### src/rtl/bit_serializer.sv
// ---------------------------------------------------------------------------
// bit_serializer
//   Parallel-to-serial front end for the serial sequence detector. Words are
//   taken over a valid/ready handshake into a one-word holding buffer, then
//   moved into a shift register that emits one bit per clock. The holding
//   buffer lets the next word wait while the current one shifts, so
//   consecutive words leave with no idle cycle between their bit streams.
//   A defined idle level is driven whenever nothing is being shifted, because
//   the detector samples its input on every cycle.
//
// Parameters
//   WIDTH     word width in bits (>= 2)
//   MSB_FIRST 1: bit WIDTH-1 leaves first, 0: bit 0 leaves first
//   IDLE_BIT  level on bit_out while not shifting
//
// Ports
//   clk        system clock, rising edge
//   reset      synchronous, active-high reset
//   din        parallel word
//   din_valid  din holds a word to transfer
//   din_ready  holding buffer can accept a word (low while reset is high)
//   bit_out    serial data bit, or IDLE_BIT when not shifting
//   bit_valid  bit_out carries a data bit this cycle
//   word_done  high while the last bit of a word is on bit_out
//   busy       a word sits in the buffer or in the shifter
// ---------------------------------------------------------------------------
module bit_serializer #(
  parameter int   WIDTH     = 8,
  parameter int   MSB_FIRST = 1,
  parameter logic IDLE_BIT  = 1'b0
) (
  input  logic             clk,
  input  logic             reset,
  input  logic [WIDTH-1:0] din,
  input  logic             din_valid,
  output logic             din_ready,
  output logic             bit_out,
  output logic             bit_valid,
  output logic             word_done,
  output logic             busy
);

  localparam int CNT_W = (WIDTH > 2) ? $clog2(WIDTH) : 1;
  localparam logic [CNT_W-1:0] LAST_CNT = CNT_W'(WIDTH - 1);

  // Holding buffer (stage 0) and shifter (stage 1)
  logic [WIDTH-1:0] buf_p0;
  logic             buf_full_p0;
  logic [WIDTH-1:0] sh_p1;
  logic [CNT_W-1:0] cnt_p1;
  logic             vld_p1;

  logic accept;
  logic last_bit;
  logic load;

  // Advance the shifter by one bit towards the serial output end.
  function automatic logic [WIDTH-1:0] shift_step(input logic [WIDTH-1:0] v);
    logic [WIDTH-1:0] r;
    if (MSB_FIRST != 0) begin
      r = {v[WIDTH-2:0], 1'b0};
    end else begin
      r = {1'b0, v[WIDTH-1:1]};
    end
    return r;
  endfunction

  // Serial bit currently presented by the shifter.
  function automatic logic head_bit(input logic [WIDTH-1:0] v);
    logic r;
    if (MSB_FIRST != 0) begin
      r = v[WIDTH-1];
    end else begin
      r = v[0];
    end
    return r;
  endfunction

  // The buffer can only be written while empty, so an accept and a load
  // never coincide. A load happens as soon as the shifter is idle or is
  // presenting its last bit, which keeps the bit stream gap-free.
  assign din_ready = !buf_full_p0 && !reset;
  assign accept    = din_valid && din_ready;
  assign last_bit  = vld_p1 && (cnt_p1 == LAST_CNT);
  assign load      = buf_full_p0 && (!vld_p1 || last_bit);

  // ---- stage 0: holding buffer ----
  always_ff @(posedge clk) begin
    if (accept) begin
      buf_p0 <= din;
    end
  end

  // ---- stage 1: shift register ----
  always_ff @(posedge clk) begin
    if (load) begin
      sh_p1 <= buf_p0;
    end else if (vld_p1) begin
      sh_p1 <= shift_step(sh_p1);
    end
  end

  // Control: buffer occupancy, bit counter and shifter-active flag. A reload
  // on the last bit takes priority over dropping vld_p1, so back-to-back
  // words keep vld_p1 high continuously.
  always_ff @(posedge clk) begin
    if (reset) begin
      buf_full_p0 <= 1'b0;
      vld_p1      <= 1'b0;
      cnt_p1      <= '0;
    end else begin
      if (accept) begin
        buf_full_p0 <= 1'b1;
      end
      if (load) begin
        buf_full_p0 <= 1'b0;
        vld_p1      <= 1'b1;
        cnt_p1      <= '0;
      end else if (vld_p1) begin
        cnt_p1 <= cnt_p1 + CNT_W'(1);
        if (cnt_p1 == LAST_CNT) begin
          vld_p1 <= 1'b0;
        end
      end
    end
  end

  // Outputs come from registers only
  assign bit_valid = vld_p1;
  assign bit_out   = vld_p1 ? head_bit(sh_p1) : IDLE_BIT;
  assign word_done = last_bit;
  assign busy      = vld_p1 || buf_full_p0;

endmodule
### config.mk
export PLATFORM = sky130hd
export DESIGN_NAME = bit_serializer
export DESIGN_NICKNAME = d
export VERILOG_FILES = /design/src/rtl/bit_serializer.sv
export SDC_FILE = /design/constraint.sdc
export NUM_CORES = 1
export LEC_CHECK = 0
export BUFFER_PORTS_ARGS = -buffer_cell sky130_fd_sc_hd__buf_2
export CAP_MARGIN = 20
export CORE_MARGIN = 5
export CORE_UTILIZATION = 45
export CTS_CLUSTER_SIZE = 8
export DETAILED_ROUTE_END_ITERATION = 12
export PLACE_DENSITY = 0.67
export SLEW_MARGIN = 0
export SYNTH_ARGS = -nofsm -noshare
export SYNTH_HDL_FRONTEND = slang
export SYNTH_SLANG_ARGS = --single-unit
### constraint.sdc
create_clock -name clk -period 2.31 [get_ports clk]
set_input_delay 0.231 -clock clk [delete_from_list [all_inputs] [get_ports clk]]
set_output_delay 0.231 -clock clk [all_outputs]
set_load 0.02 [all_outputs]
==> results of run 1 <==
==> final timing paths <==
kind | endpoint | slack (ns)
min | buf_p0[2]$_DFFE_PP_ | 0.08
max | busy | 0.58
min reg2reg | cnt_p1[1]$_SDFFE_PP0P_ | 0.51
max reg2reg | sh_p1[6]$_DFFE_PP_ | 0.61
==> kinds of logic (layout without fill, tap and decap cells) <==
kind of cell,Yosys count,count (layout)
flops,21,21
simple gates,16,16
mux,8,8
compound gates,4,4
buf+inv,4,21
fa+ha+maj,2,2
==> sequential cells by signal, indices dropped and copies added, names as in the netlist <==
register / count
cnt_p1: 3
sh_p1: 8
buf_p0: 8
bit_valid: 1
buf_full_p0: 1
==> worst max-delay path: cells and delay by family (launching register included) <==
kind | cells | cell delay [ns]
buffers and inverters | 2 | 0.54
DFF | 1 | 0.54
and+or+nand+nor | 1 | 0.12
==> cell usage after synthesis <==
cell | instances | area share (%)
and2_1 | 1 | 0.71
a32oi_1 | 1 | 1.0
nor2b_4 | 1 | 1.6
nand2_1 | 1 | 0.43
dfxtp_1 | 5 | 11
nor3b_1 | 1 | 0.86
mux2i_1 | 1 | 1.1
a21oi_1 | 1 | 0.57
buf_12 | 1 | 2.3
a22oi_1 | 1 | 0.86
buf_4 | 1 | 0.86
inv_1 | 2 | 0.86
nor2_1 | 9 | 3.9
and2_2 | 2 | 1.7
mux2_4 | 7 | 12
a31oi_1 | 1 | 0.71
edfxtp_1 | 16 | 55
nand2b_4 | 1 | 1.6
ha_1 | 2 | 2.9
==> through the flow <==
stage | setup slack (ns) | hold slack [ns] | total power, mW | utilization (%)
finish | 0.575 | 0.0778 | 0.714 | 51.8
global route | 0.459 | 0.0663 | 0.747 | 51.8
CTS | 0.556 | 0.0757 | 0.721 | 51.8
detailed placement | 0.617 | 0.409 | 0.543 | 50.4
global placement | 0.661 | 0.408 | 0.539 | 50.4
floorplan | 0.672 | 0.303 | 0.523 | -
==> final cells by class <==
cell class | instances | area, um^2
clock buffer | 3 | 22.5
clock inverter | 1 | 5.00
fill | 169 | 916
inverter | 2 | 7.51
multi-input combinational | 30 | 262
sequential | 21 | 581
tap | 27 | 33.8
timing repair buffer | 15 | 75.1
==> power breakdown <==
part,switching [mW],internal (mW)
logic,0.0377,0.0427
clock network,0.117,0.0648
registers,0.0132,0.439
total,0.168,0.546
==> routing by layer <==
metal  vias to the layer above  share of wire (%)  wire length (um)
met3                         3                5.9                76
met5                         -                  0                 0
met4                         0                3.0                38
met2                        11                 43               555
met1                       216                 48               609
li1                        231                  -                 -
==> flow_summary.yaml, run 1 <==
yosys:
  synthSimpleGateAreaFrac_pct: 10.7
  synth-compound-area-share_pct: 3.14
  yosys_warnings: 0
  synth_top_family_by_area: "multiplexers"
  synth.cell_area_um2: 877
  synth_mux_area_share_pct: 13.1
  avgSynthCellArea_um2: 15.9
  ys_types: 19
  syn_inst: 55
  synthAdderAreaFrac_pct: 2.85
  synth_fp_nets: 68
  synth_xor_xnor_area_share_pct: 0
  seq_area_frac_synth_pct: 66.2
  ys_ff_latch: 21
worst_setup_path:
  worstRegToRegCells: 5
  path_class: "reg -> out"
  worst_ep_required_time_ns: 2.08
  cp-end-kind: "primary output"
  worst_path_largest_cell_delay_ns: 0.54
  r2r_start: "cnt_p1[0]$_SDFFE_PP0P_"
  crit_path_start_kind: "flop"
  cp_slowest_cell: "dfxtp_1"
  critPathMaxFanout: 9
  crit_chain: "nor2_1 > inv_1 > buf_2"
  worstSetupStartpoint: "buf_full_p0$_SDFFE_PP0P_"
  cp_data_arrival_time_ns: 1.50
timing:
  fin_tns_setup_ns: 0
  slew_headroom_pct: 75.4
  grt_setup_unrepaired: "no"
  fin_skew_ns: 0.0115
  period_share_pct: 75.1
  slew_violations: 0
  fin_crit_ns: 1.73
  hold_viol_final: 0
  clock.fmax_ghz: 0.577
  tightest_slew_ns: 0.368
  setup-violations-final: 0
layout:
  final_cells: 99
  final_common_cell: "edfxtp_1"
  fin_nets: 86
  design_area_um2: 986
  drive_gt1_share_pct: 41.7
  areaGrowthSynthToFinish_pct: 12.4
  n_antenna_cell: 0
  final_cell_mix: "edfxtp_1, buf_2, nor2_1"
place:
  gp_congestion: 0.676
  dpl_cell_area_um2: 958
  place_hpwl_um: 888
  dp_cells: 95
  io_buffers: 15
grt:
  antenna_found_initial: 0
  grt_max_degree: 13
  grt_pass1_wl_um: 2020
  use_met2_pct: 14.5
  gr-total-overflow: 0
  grt_usage_pct: 10.4
  grt_use_met3_pct: 2.77
  grtUsageMet1_pct: 13.6
  first_global_vias: 436
  grt_busiest_layer: "met2"
status:
  status: "finished, final reports clean"
clock_tree:
  cts_hold_buffers: 0
  cts_setup_buffers: 0
  clk_latency_ns: 0.32
  tritoncts: "done"
  clock_sinks: 21
  ctsResizeCount: 0
  cts_buffers: 3
  cts_buffer_depth: 2
  root_buffer: "clkbuf_4"
  h-tree-depth: 1
  clk_pin_slew_ns: 0.13
hold_path:
  min_delay_path_depth: 1
  hp-start: "din[2]"
  hp-class: "in -> reg"
floorplanning:
  die_w_um: 54.2
  start_util_pct: 46.1
  row_count: 16
  fp.dieH_um: 54.2
  io_pins: 16
  dieArea_mm2: 0.00293
  core-area_mm2: 0.00190
routing:
  routedWlPerCell_um: 12.9
  drt-pass1-iter-count: 2
  vias_per_cell: 4.66
  ant_nets: 0
  routed_wirelength_um: 1280
  vias: 461
  drcViolationCount: 0
  drt_iter0_markers: 3
pwr:
  irDropWorstVdd_mv: 0.322
  p_per_area_mw_per_mm2: 725
  p_leak_nw: 0.420
flow_run:
  drv_cap: 0
Power figures use the tool's default switching activity.
==> inputs of run 2 (changes only) <==
--- a/config.mk
+++ b/config.mk
@@ -5,6 +5,7 @@
 export SDC_FILE = /design/constraint.sdc
 export NUM_CORES = 1
 export LEC_CHECK = 0
+export ABC_AREA = 1
 export BUFFER_PORTS_ARGS = -buffer_cell sky130_fd_sc_hd__buf_2
 export CAP_MARGIN = 20
 export CORE_MARGIN = 5
==> constraint.sdc (replaced) <==
create_clock -name clk -period 1.75 [get_ports clk]
set_input_delay 0.175 -clock clk [delete_from_list [all_inputs] [get_ports clk]]
set_output_delay 0.175 -clock clk [all_outputs]
set_load 0.02 [all_outputs]
==> run 2 against run 1 <==
Compared with the run above:
- synthesized area increased by 1.0%
- register-to-register slack got worse by 0.21 ns
- combinational power increased by 54%
- final cell count increased by 25%
- sequential power increased by 34%
- via count increased by 19%
- global-route usage decreased by 0.12 points
- die area increased by 0.81%
- flip-flop and latch count unchanged
- non-clock buffer count increased by 2
- largest power group unchanged
- highest routed layer unchanged
==> flow_summary.yaml, run 2 <==
status:
  status: "finished, final reports clean"
layout:
  drive_gt1_share_pct: 30.9
  top_regs: "buf_p0: 8 flops, sh_p1: 8 flops, cnt_p1: 3 flops"
  final_cell_mix: "nand2_1, edfxtp_1, buf_2"
  final-seq-area_um2: 581
  final_cells: 124
  fin_nets: 111
  fill_cells: 173
  post-route-util_pct: 53.0
  n_antenna_cell: 0
  design_area_mm2: 0.00102
  final_common_cell: "nand2_1"
  areaGrowthSynthToFinish_pct: 15.0
  multi_input_area_um2: 249
yosys:
  ys_types: 17
  avgSynthCellArea_um2: 11.4
  synthArstFlopShare_pct: 0
  syn_inst: 78
  synth.cell_area_um2: 886
  ys.flop_type: "edfxtp_1"
  synth_most_common_cell: "nand2_1"
  synth-edff-count: 16
  yosys_warnings: 0
  post-synth-top-area-cell: "edfxtp_1"
  synth_fp_nets: 91
  seq_area_frac_synth_pct: 65.5
  synth_top_cell_area_share_pct: 54.2
  ys_top_cells_by_count: "nand2_1, edfxtp_1, inv_1"
  synth.area.top_cells: "edfxtp_1, dfxtp_1, nand2_1"
  ys_ff_latch: 21
clock_tree:
  cts_hold_buffers: 0
  cts_buffer_depth: 2
  h-tree-depth: 1
  clk_pin_slew_ns: 0.12
  clk_latency_ns: 0.29
  ctsResizeCount: 0
  cts_setup_buffers: 0
  clock_sinks: 21
  tritoncts: "done"
  root_buffer: "clkbuf_4"
  cts_buffers: 3
worst_setup_path:
  path_class: "reg -> out"
  crit_family: "flip-flops"
  critPathMaxFanout: 13
  worst_path_largest_cell_delay_ns: 0.61
  cp-end-kind: "primary output"
  crit_path_start_kind: "flop"
  reg2reg_to: "sh_p1[7]$_DFFE_PP_"
  worst-r2r-setup-slack_ns: 0.40
  cp_slowest_cell: "dfxtp_1"
  worst_ep_required_time_ns: 1.57
  crit_chain: "or2_2 > buf_2"
  worstRegToRegCells: 7
  worstSetupStartpoint: "buf_full_p0$_SDFFE_PP0P_"
  cp.depth: 2
  r2r_start: "cnt_p1[0]$_SDFFE_PP0P_"
  cp_data_arrival_time_ns: 1.43
  cp_num_buf_inv: 1
  crit_end: "busy"
timing:
  slew_headroom_pct: 70.4
  fin_crit_ns: 1.60
  slew_violations: 0
  setup-violations-final: 0
  tightest_slew_ns: 0.444
  setup_ws_ns: 0.146
  fin_tns_setup_ns: 0
  hold_viol_final: 0
  grt_setup_unrepaired: "no"
  clock.fmax_ghz: 0.623
  hold_ws_ns: 0.0478
  period_share_pct: 91.7
  fin_skew_ns: 0.00184
routing:
  ant_nets: 0
  vias_per_cell: 4.41
  routedWlPerCell_um: 10.6
  routed_wirelength_um: 1310
  drcViolationCount: 0
  drt_iter0_markers: 12
  drt-pass1-iter-count: 4
  vias: 547
floorplanning:
  die_w_um: 54.4
  start_util_pct: 46.1
  dieArea_mm2: 0.00296
  io_pins: 16
  row_count: 16
  fp.dieH_um: 54.4
  core-area_mm2: 0.00192
grt:
  grt_max_degree: 14
  first_global_vias: 507
  antenna_found_initial: 0
  gr-total-overflow: 0
  grt_usage_pct: 10.3
  grt_pass1_wl_um: 2210
place:
  dpl_cell_area_um2: 991
  io_buffers: 15
  dp_cells: 120
  dp_slack_ns: 0.418
  place_hpwl_um: 1000
  gp_congestion: 0.787
flow_run:
  drv_cap: 0
pwr:
  p_leak_nw: 0.469
  p_per_area_mw_per_mm2: 940
  irDropWorstVdd_mv: 0.705
  total_power_uw: 957
hold_path:
  hp-class: "in -> reg"
[run 2: cell count changes after synthesis, moves of 2 or more]
cell	before	now
nand2_1	1	18
and2_2	2	0
mux2_4	7	0
nand2_4	0	2
inv_1	2	9
nand3_1	0	7
nor2_2	0	4
nor2_1	9	7
[run 2: worst register-to-register path, stage by stage, from the launching register on]
cell     delay, ns
dfxtp_1       0.37
ha_1          0.16
ha_1          0.19
inv_2         0.07
nand2_8       0.09
nand2_4       0.09
nand2_1       0.11
nand2_1       0.05
[run 2: power by group]
group	switching, mW	internal [mW]	total (mW)	leakage [nW]
Combinational	0.0764	0.0478	0.124	0.257
Clock	0.142	0.0849	0.226	0.0177
Sequential	0.0183	0.588	0.607	0.193
[run 2: routing by layer]
metal	up-vias	track usage (%)	share of wire [%]
li1	286	-	-
met1	251	14.0	46
met2	8	16.3	49
met3	2	2.45	3.2
met4	0	2.49	1.4
met5	-	0	0
[run 2: final cells by class]
| class | count | area share (%) |
|---|---|---|
| Clock buffer | 3 | 2.21 |
| Timing Repair Buffer | 17 | 8.85 |
| Multi-Input combinational cell | 45 | 24.4 |
| Tap cell | 27 | 3.32 |
| Sequential cell | 21 | 57.0 |
| Clock inverter | 1 | 0.491 |
| Inverter | 10 | 3.69 |
[run 2: cells by family after synthesis]
group	after synthesis	synth area share, %
compound gates	1	0.564
xor+xnor	1	0.989
fa+ha+maj	2	2.82
buf+inv	12	6.36
flops	21	65.5
simple gates	41	23.7
[run 2: how the worst min path moves through the flow]
stage                start                   end  slack (ns)  depth (start not counted)
finish              din[5]   buf_p0[5]$_DFFE_PP_        0.05                          1
global placement    din[4]   buf_p0[4]$_DFFE_PP_        0.35                          1
detailed placement  din[4]   buf_p0[4]$_DFFE_PP_        0.35                          1
global route        din[6]   buf_p0[6]$_DFFE_PP_        0.03                          1
CTS                 din[4]   buf_p0[4]$_DFFE_PP_        0.04                          1
floorplan            reset  bit_valid$_SDFF_PP0_        0.24                          1
